==> src/rtl/adder_pkg.sv <==
// Shared constants and the Phase state encoding for the board adder entry sequencer.
// The testbench decodes Phase with the same enum.
package adder_pkg;

    localparam int WIDTH = 4;

    typedef enum logic [1:0] {
        IDLE   = 2'd0,
        HAVE_A = 2'd1,
        ADD    = 2'd2,
        SHOW   = 2'd3
    } phase_e;

endpackage

==> src/rtl/adder_entry_ctrl_btn_debounce.sv <==
// Push-button conditioner: 2-FF synchronizer, stability counter, and a one-cycle
// registered pulse on each accepted 0->1 level change.
module btn_debounce #(
    parameter int DEBOUNCE_CYCLES = 16
) (
    input  logic Clk,
    input  logic Rst,
    input  logic BtnRaw,
    output logic Press
);

    localparam int CW = (DEBOUNCE_CYCLES > 1) ? $clog2(DEBOUNCE_CYCLES) : 1;
    localparam logic [CW-1:0] LAST = CW'(DEBOUNCE_CYCLES - 1);

    logic          sync1_q, sync2_q;
    logic          stable_q, stable_d;
    logic          stable_prev_q;
    logic          press_q;
    logic [CW-1:0] cnt_q, cnt_d;

    // Any cycle where the synced level agrees with the accepted level restarts the count.
    always_comb begin
        cnt_d    = '0;
        stable_d = stable_q;
        if (sync2_q != stable_q) begin
            if (cnt_q == LAST) begin
                stable_d = sync2_q;
            end else begin
                cnt_d = cnt_q + CW'(1);
            end
        end
    end

    always_ff @(posedge Clk) begin
        if (Rst) begin
            sync1_q       <= 1'b0;
            sync2_q       <= 1'b0;
            stable_q      <= 1'b0;
            stable_prev_q <= 1'b0;
            press_q       <= 1'b0;
            cnt_q         <= '0;
        end else begin
            sync1_q       <= BtnRaw;
            sync2_q       <= sync1_q;
            stable_q      <= stable_d;
            stable_prev_q <= stable_q;
            press_q       <= stable_q & ~stable_prev_q;
            cnt_q         <= cnt_d;
        end
    end

    assign Press = press_q;

endmodule

==> src/rtl/adder_entry_ctrl.sv <==
// Operator-entry sequencer for the 4-bit board adder: captures A then B from the
// switches on debounced presses, latches the datapath sum and flags a wrong sum.
module adder_entry_ctrl
    import adder_pkg::*;
#(
    parameter int DEBOUNCE_CYCLES = 16,
    parameter int WIDTH           = adder_pkg::WIDTH
) (
    input  logic               Clk,
    input  logic               Rst,
    input  logic [2*WIDTH-1:0] Sw,
    input  logic               Btn0,
    output logic [WIDTH-1:0]   AddA,
    output logic [WIDTH-1:0]   AddB,
    input  logic [WIDTH:0]     AddSum,
    output logic [WIDTH:0]     Output,
    output logic [1:0]         Phase,
    output logic               Valid,
    output logic               Err
);

    function automatic logic [WIDTH:0] ref_sum(input logic [WIDTH-1:0] a,
                                               input logic [WIDTH-1:0] b);
        return {1'b0, a} + {1'b0, b};
    endfunction

    logic             press;
    phase_e           state_q;
    logic [WIDTH-1:0] a_q, b_q;
    logic [WIDTH:0]   out_q;
    logic             valid_q, err_q;

    btn_debounce #(
        .DEBOUNCE_CYCLES(DEBOUNCE_CYCLES)
    ) u_db (
        .Clk    (Clk),
        .Rst    (Rst),
        .BtnRaw (Btn0),
        .Press  (press)
    );

    always_ff @(posedge Clk) begin
        if (Rst) begin
            state_q <= IDLE;
            a_q     <= '0;
            b_q     <= '0;
            out_q   <= '0;
            valid_q <= 1'b0;
            err_q   <= 1'b0;
        end else begin
            case (state_q)
                IDLE: begin
                    if (press) begin
                        a_q     <= Sw[WIDTH-1:0];
                        out_q   <= {1'b0, Sw[WIDTH-1:0]};
                        err_q   <= 1'b0;
                        state_q <= HAVE_A;
                    end
                end
                HAVE_A: begin
                    if (press) begin
                        b_q     <= Sw[2*WIDTH-1:WIDTH];
                        state_q <= ADD;
                    end
                end
                // Operands have been on AddA/AddB for a full cycle, so AddSum is settled here.
                ADD: begin
                    out_q   <= AddSum;
                    valid_q <= 1'b1;
                    err_q   <= (AddSum != ref_sum(a_q, b_q));
                    state_q <= SHOW;
                end
                SHOW: begin
                    if (press) begin
                        a_q     <= Sw[WIDTH-1:0];
                        out_q   <= {1'b0, Sw[WIDTH-1:0]};
                        valid_q <= 1'b0;
                        err_q   <= 1'b0;
                        state_q <= HAVE_A;
                    end
                end
                default: state_q <= IDLE;
            endcase
        end
    end

    assign AddA   = a_q;
    assign AddB   = b_q;
    assign Output = out_q;
    assign Phase  = state_q;
    assign Valid  = valid_q;
    assign Err    = err_q;

endmodule

==> config.mk <==
export PLATFORM = sky130hd
export DESIGN_NAME = adder_entry_ctrl
export DESIGN_NICKNAME = d
export VERILOG_FILES = /design/src/rtl/adder_pkg.sv /design/src/rtl/adder_entry_ctrl_btn_debounce.sv /design/src/rtl/adder_entry_ctrl.sv
export SDC_FILE = /design/constraint.sdc
export NUM_CORES = 1
export LEC_CHECK = 0
export CORE_AREA = 2 2 61 52
export DETAILED_ROUTE_END_ITERATION = 16
export DIE_AREA = 0 0 63 54
export GPL_TIMING_DRIVEN = 0
export PLACE_DENSITY = 0.83
export SLEW_MARGIN = 10
export SYNTH_ARGS = -nofsm -noshare
export SYNTH_HDL_FRONTEND = slang
export SYNTH_SLANG_ARGS = --single-unit
==> constraint.sdc <==
create_clock -name Clk -period 2.48 [get_ports Clk]
set_clock_uncertainty 0.15 [all_clocks]
set_input_delay 0.496 -clock Clk [delete_from_list [all_inputs] [get_ports Clk]]
set_output_delay 0.496 -clock Clk [all_outputs]
set_load 0.01 [all_outputs]
==> flow_summary.yaml <==
synthesis:
  synth_top_area_share_pct: 43.5
  synth_seq_cells: 26
  syn-num-nets: 152
  synthTopCellsByCount: "dfxtp_1 (26), a21oi_1 (15), nor2_1 (13)"
  synth_top_cell_by_area: "dfxtp_1"
  synth-edff-count: 0
  synth_cell_types: 28
  synthTopCellsByArea: "dfxtp_1 (44%), ha_1 (8.4%), a21oi_1 (6.3%)"
  ys.flop_type: "dfxtp_1"
  syn_inst: 127
  synth_async_sr_flop_share_pct: 0
  syn_area_per_cell_um2: 9.42
  synth-seq-area-share_pct: 43.5
  synth_area_mm2: 0.00120
  yosysWarnings: 0
  yosysMostFrequentCell: "dfxtp_1"
floorplanning:
  dieArea_mm2: 0.00340
  core_mm2: 0.00286
  ios: 33
  dieWidth_um: 63
  num_rows: 18
  start_util_pct: 41.8
  die_h_um: 54
drt:
  drt_first_pass_iters: 4
  drc: 0
  via_count: 1016
  drt_iter0_drc: 36
  drt-total-wl_mm: 2.51
  antenna_left: 0
  avgRoutedWirePerCell_um: 12.4
  viasPerCell: 5.00
clock_network:
  insertion_delay_ns: 0.33
  htree_levels: 1
  clkTransAtPathRegs_ns: 0.14
  holdBufCountCts: 0
  cts_resized: 0
  cts.sinks: 26
  numCtsBuffers: 3
  clock-root-buffer: "clkbuf_4"
  cts_tree: "done"
  post-cts-setup-buffers: 0
  cts.path.max_buffers: 2
critical_path:
  cp_max_fo: 3
  worstPathCellList: "ha_1 > fa_1 > xnor2_1 > o211ai_1 > a221oi_1 > a311oi_1"
  startpoint_type: "flip-flop"
  crit_required_ns: 2.54
  cp_data_arrival_time_ns: 2.09
  critPathSlowestCell: "fa_1"
  end_kind: "flip-flop"
  cp_num_buf_inv: 0
  critPathTopFamily: "adder cells"
  crit_type: "flip-flop to flip-flop"
  crit_path_max_incr_delay_ns: 0.46
timing:
  rsz0062_at_grt: "no"
  finalHoldViolCount: 0
  max_slew_margin_pct: 61.6
  setup_viol_count_final: 0
  timing.fmax_ghz: 0.492
  finalCritPeriodShare_pct: 82.0
  drv_slew: 0
  period_needed_ns: 2.03
  tightest_slew_ns: 0.576
  fin_setup_tns_ns: 0
  whs_ns: 0.250
power_and_ir_drop:
  power.total_mw: 1.15
  ir_worst_vdd_mv: 0.509
  p_leak_nw: 0.626
  p_int_uw: 774
  seq_power_share_pct: 43.8
  power_frac_comb_pct: 37.4
  cellPowerDensity_mw_per_mm2: 714
  switching_share_pct: 32.4
  p_sw_uw: 371
  clock_power_share_pct: 18.8
cells_and_area:
  syn_to_final_growth_pct: 34.0
  fin_nets: 189
  drive_gt1_share_pct: 8.59
  diodes: 0
placement:
  dp_hpwl_mm: 1.97
  port-buffer-count: 32
  gp_congestion: 0.814
global_route:
  grt_pass1_vias: 929
  globalRouteTotalUtil_pct: 15.8
  grt-ovfl-total: 0
  grt_max_degree: 15
  grt_antenna_before_repair: 0
  grt_pass1_wl_mm: 4.04
hold_path:
  hold_class: "flip-flop to flip-flop"
run:
  max_cap_viol_count: 0
status:
  status: "finished clean"
[power groups by stage]
stage	Combinational [mW]	Clock [mW]	Sequential (mW)
final	0.428	0.215	0.502
after global placement	0.421	0	0.508
after CTS	0.433	0.222	0.502
after global routing	0.471	0.241	0.509
after floorplan	0.250	0	0.529
after detailed placement	0.429	0	0.512
[kinds of logic after synthesis]
family / Yosys count / synth area share (%)
multiplexers: 5 / 4.18
XOR/XNOR: 9 / 6.59
buffers and inverters: 9 / 3.24
flip-flops: 26 / 43.5
adder cells (fa/ha/maj): 9 / 10.0
AND/OR/NAND/NOR: 41 / 15.8
AO/OA/AOI/OAI: 28 / 16.6
[registers in the layout, summed over array words and instances, names as in the netlist]
register / cells
AddA: 4
u_db.stable_q: 1
Err: 1
u_db.sync1_q: 1
Valid: 1
u_db.stable_prev_q: 1
u_db.Press: 1
u_db.cnt_q: 4
Phase: 2
u_db.sync2_q: 1
AddB: 4
Output: 5
[metrics by stage]
step	utilization [%]	worst slack [ns]	instance area, µm²	cells
detailed placement	54.8	0.493	1570	199
global route	56.0	0.378	1600	203
global placement	54.8	0.583	1570	199
floorplan	-	0.632	1200	127
CTS	56.0	0.468	1600	203
finish	56.0	0.446	1600	203
[metal layers]
metal / global-route usage [%] / vias to the layer above / share of wire (%)
met3: 5.86 / 5 / 6.3
met1: 16.6 / 475 / 44
met2: 30.3 / 26 / 49
met4: 4.44 / 0 / 1.1
li1: - / 510 / -
met5: 0 / - / 0
[final cells by class]
class | count | area (µm²)
Buffer | 4 | 20.0
Clock buffer | 4 | 36.3
Inverter | 5 | 18.8
Timing Repair Buffer | 32 | 320
Tap cell | 40 | 50.0
Sequential cell | 26 | 520
Multi-Input combinational cell | 92 | 637
Fill cell | 243 | 1260
[path summary, 6_finish.rpt]
check,start,to,slack [ns],cells past startpoint
setup / recovery,AddA[0]$_SDFFE_PP0P_,Err$_SDFFE_PP0P_,0.45,6
hold / removal,u_db.stable_prev_q$_SDFF_PP0_,u_db.Press$_SDFF_PP0_,0.25,1
setup reg to reg,AddA[0]$_SDFFE_PP0P_,Err$_SDFFE_PP0P_,0.45,6
hold reg to reg,u_db.stable_prev_q$_SDFF_PP0_,u_db.Press$_SDFF_PP0_,0.25,1
[layout by cell type (no fill, tap or decap), types with 2 or more instances in the layout]
cell,netlist,final
ha_1,8,8
inv_1,5,5
nand2b_1,2,2
dfxtp_1,26,26
nand3_1,10,10
clkdlybuf4s50_1,0,32
nor2b_1,4,4
a21oi_1,15,15
xor2_1,3,3
nand2_1,10,10
clkbuf_4,0,3
xnor2_1,6,6
mux2i_1,5,5
a211oi_2,4,4
a21o_1,2,2
nor2_1,13,13
[worst register-to-register path: stages (launching register included)]
cell      delay [ns]
dfxtp_1         0.36
ha_1            0.23
fa_1            0.46
xnor2_1         0.22
o211ai_1        0.12
a221oi_1        0.24
a311oi_1        0.13
No activity file was read; power rests on OpenSTA's default activity.
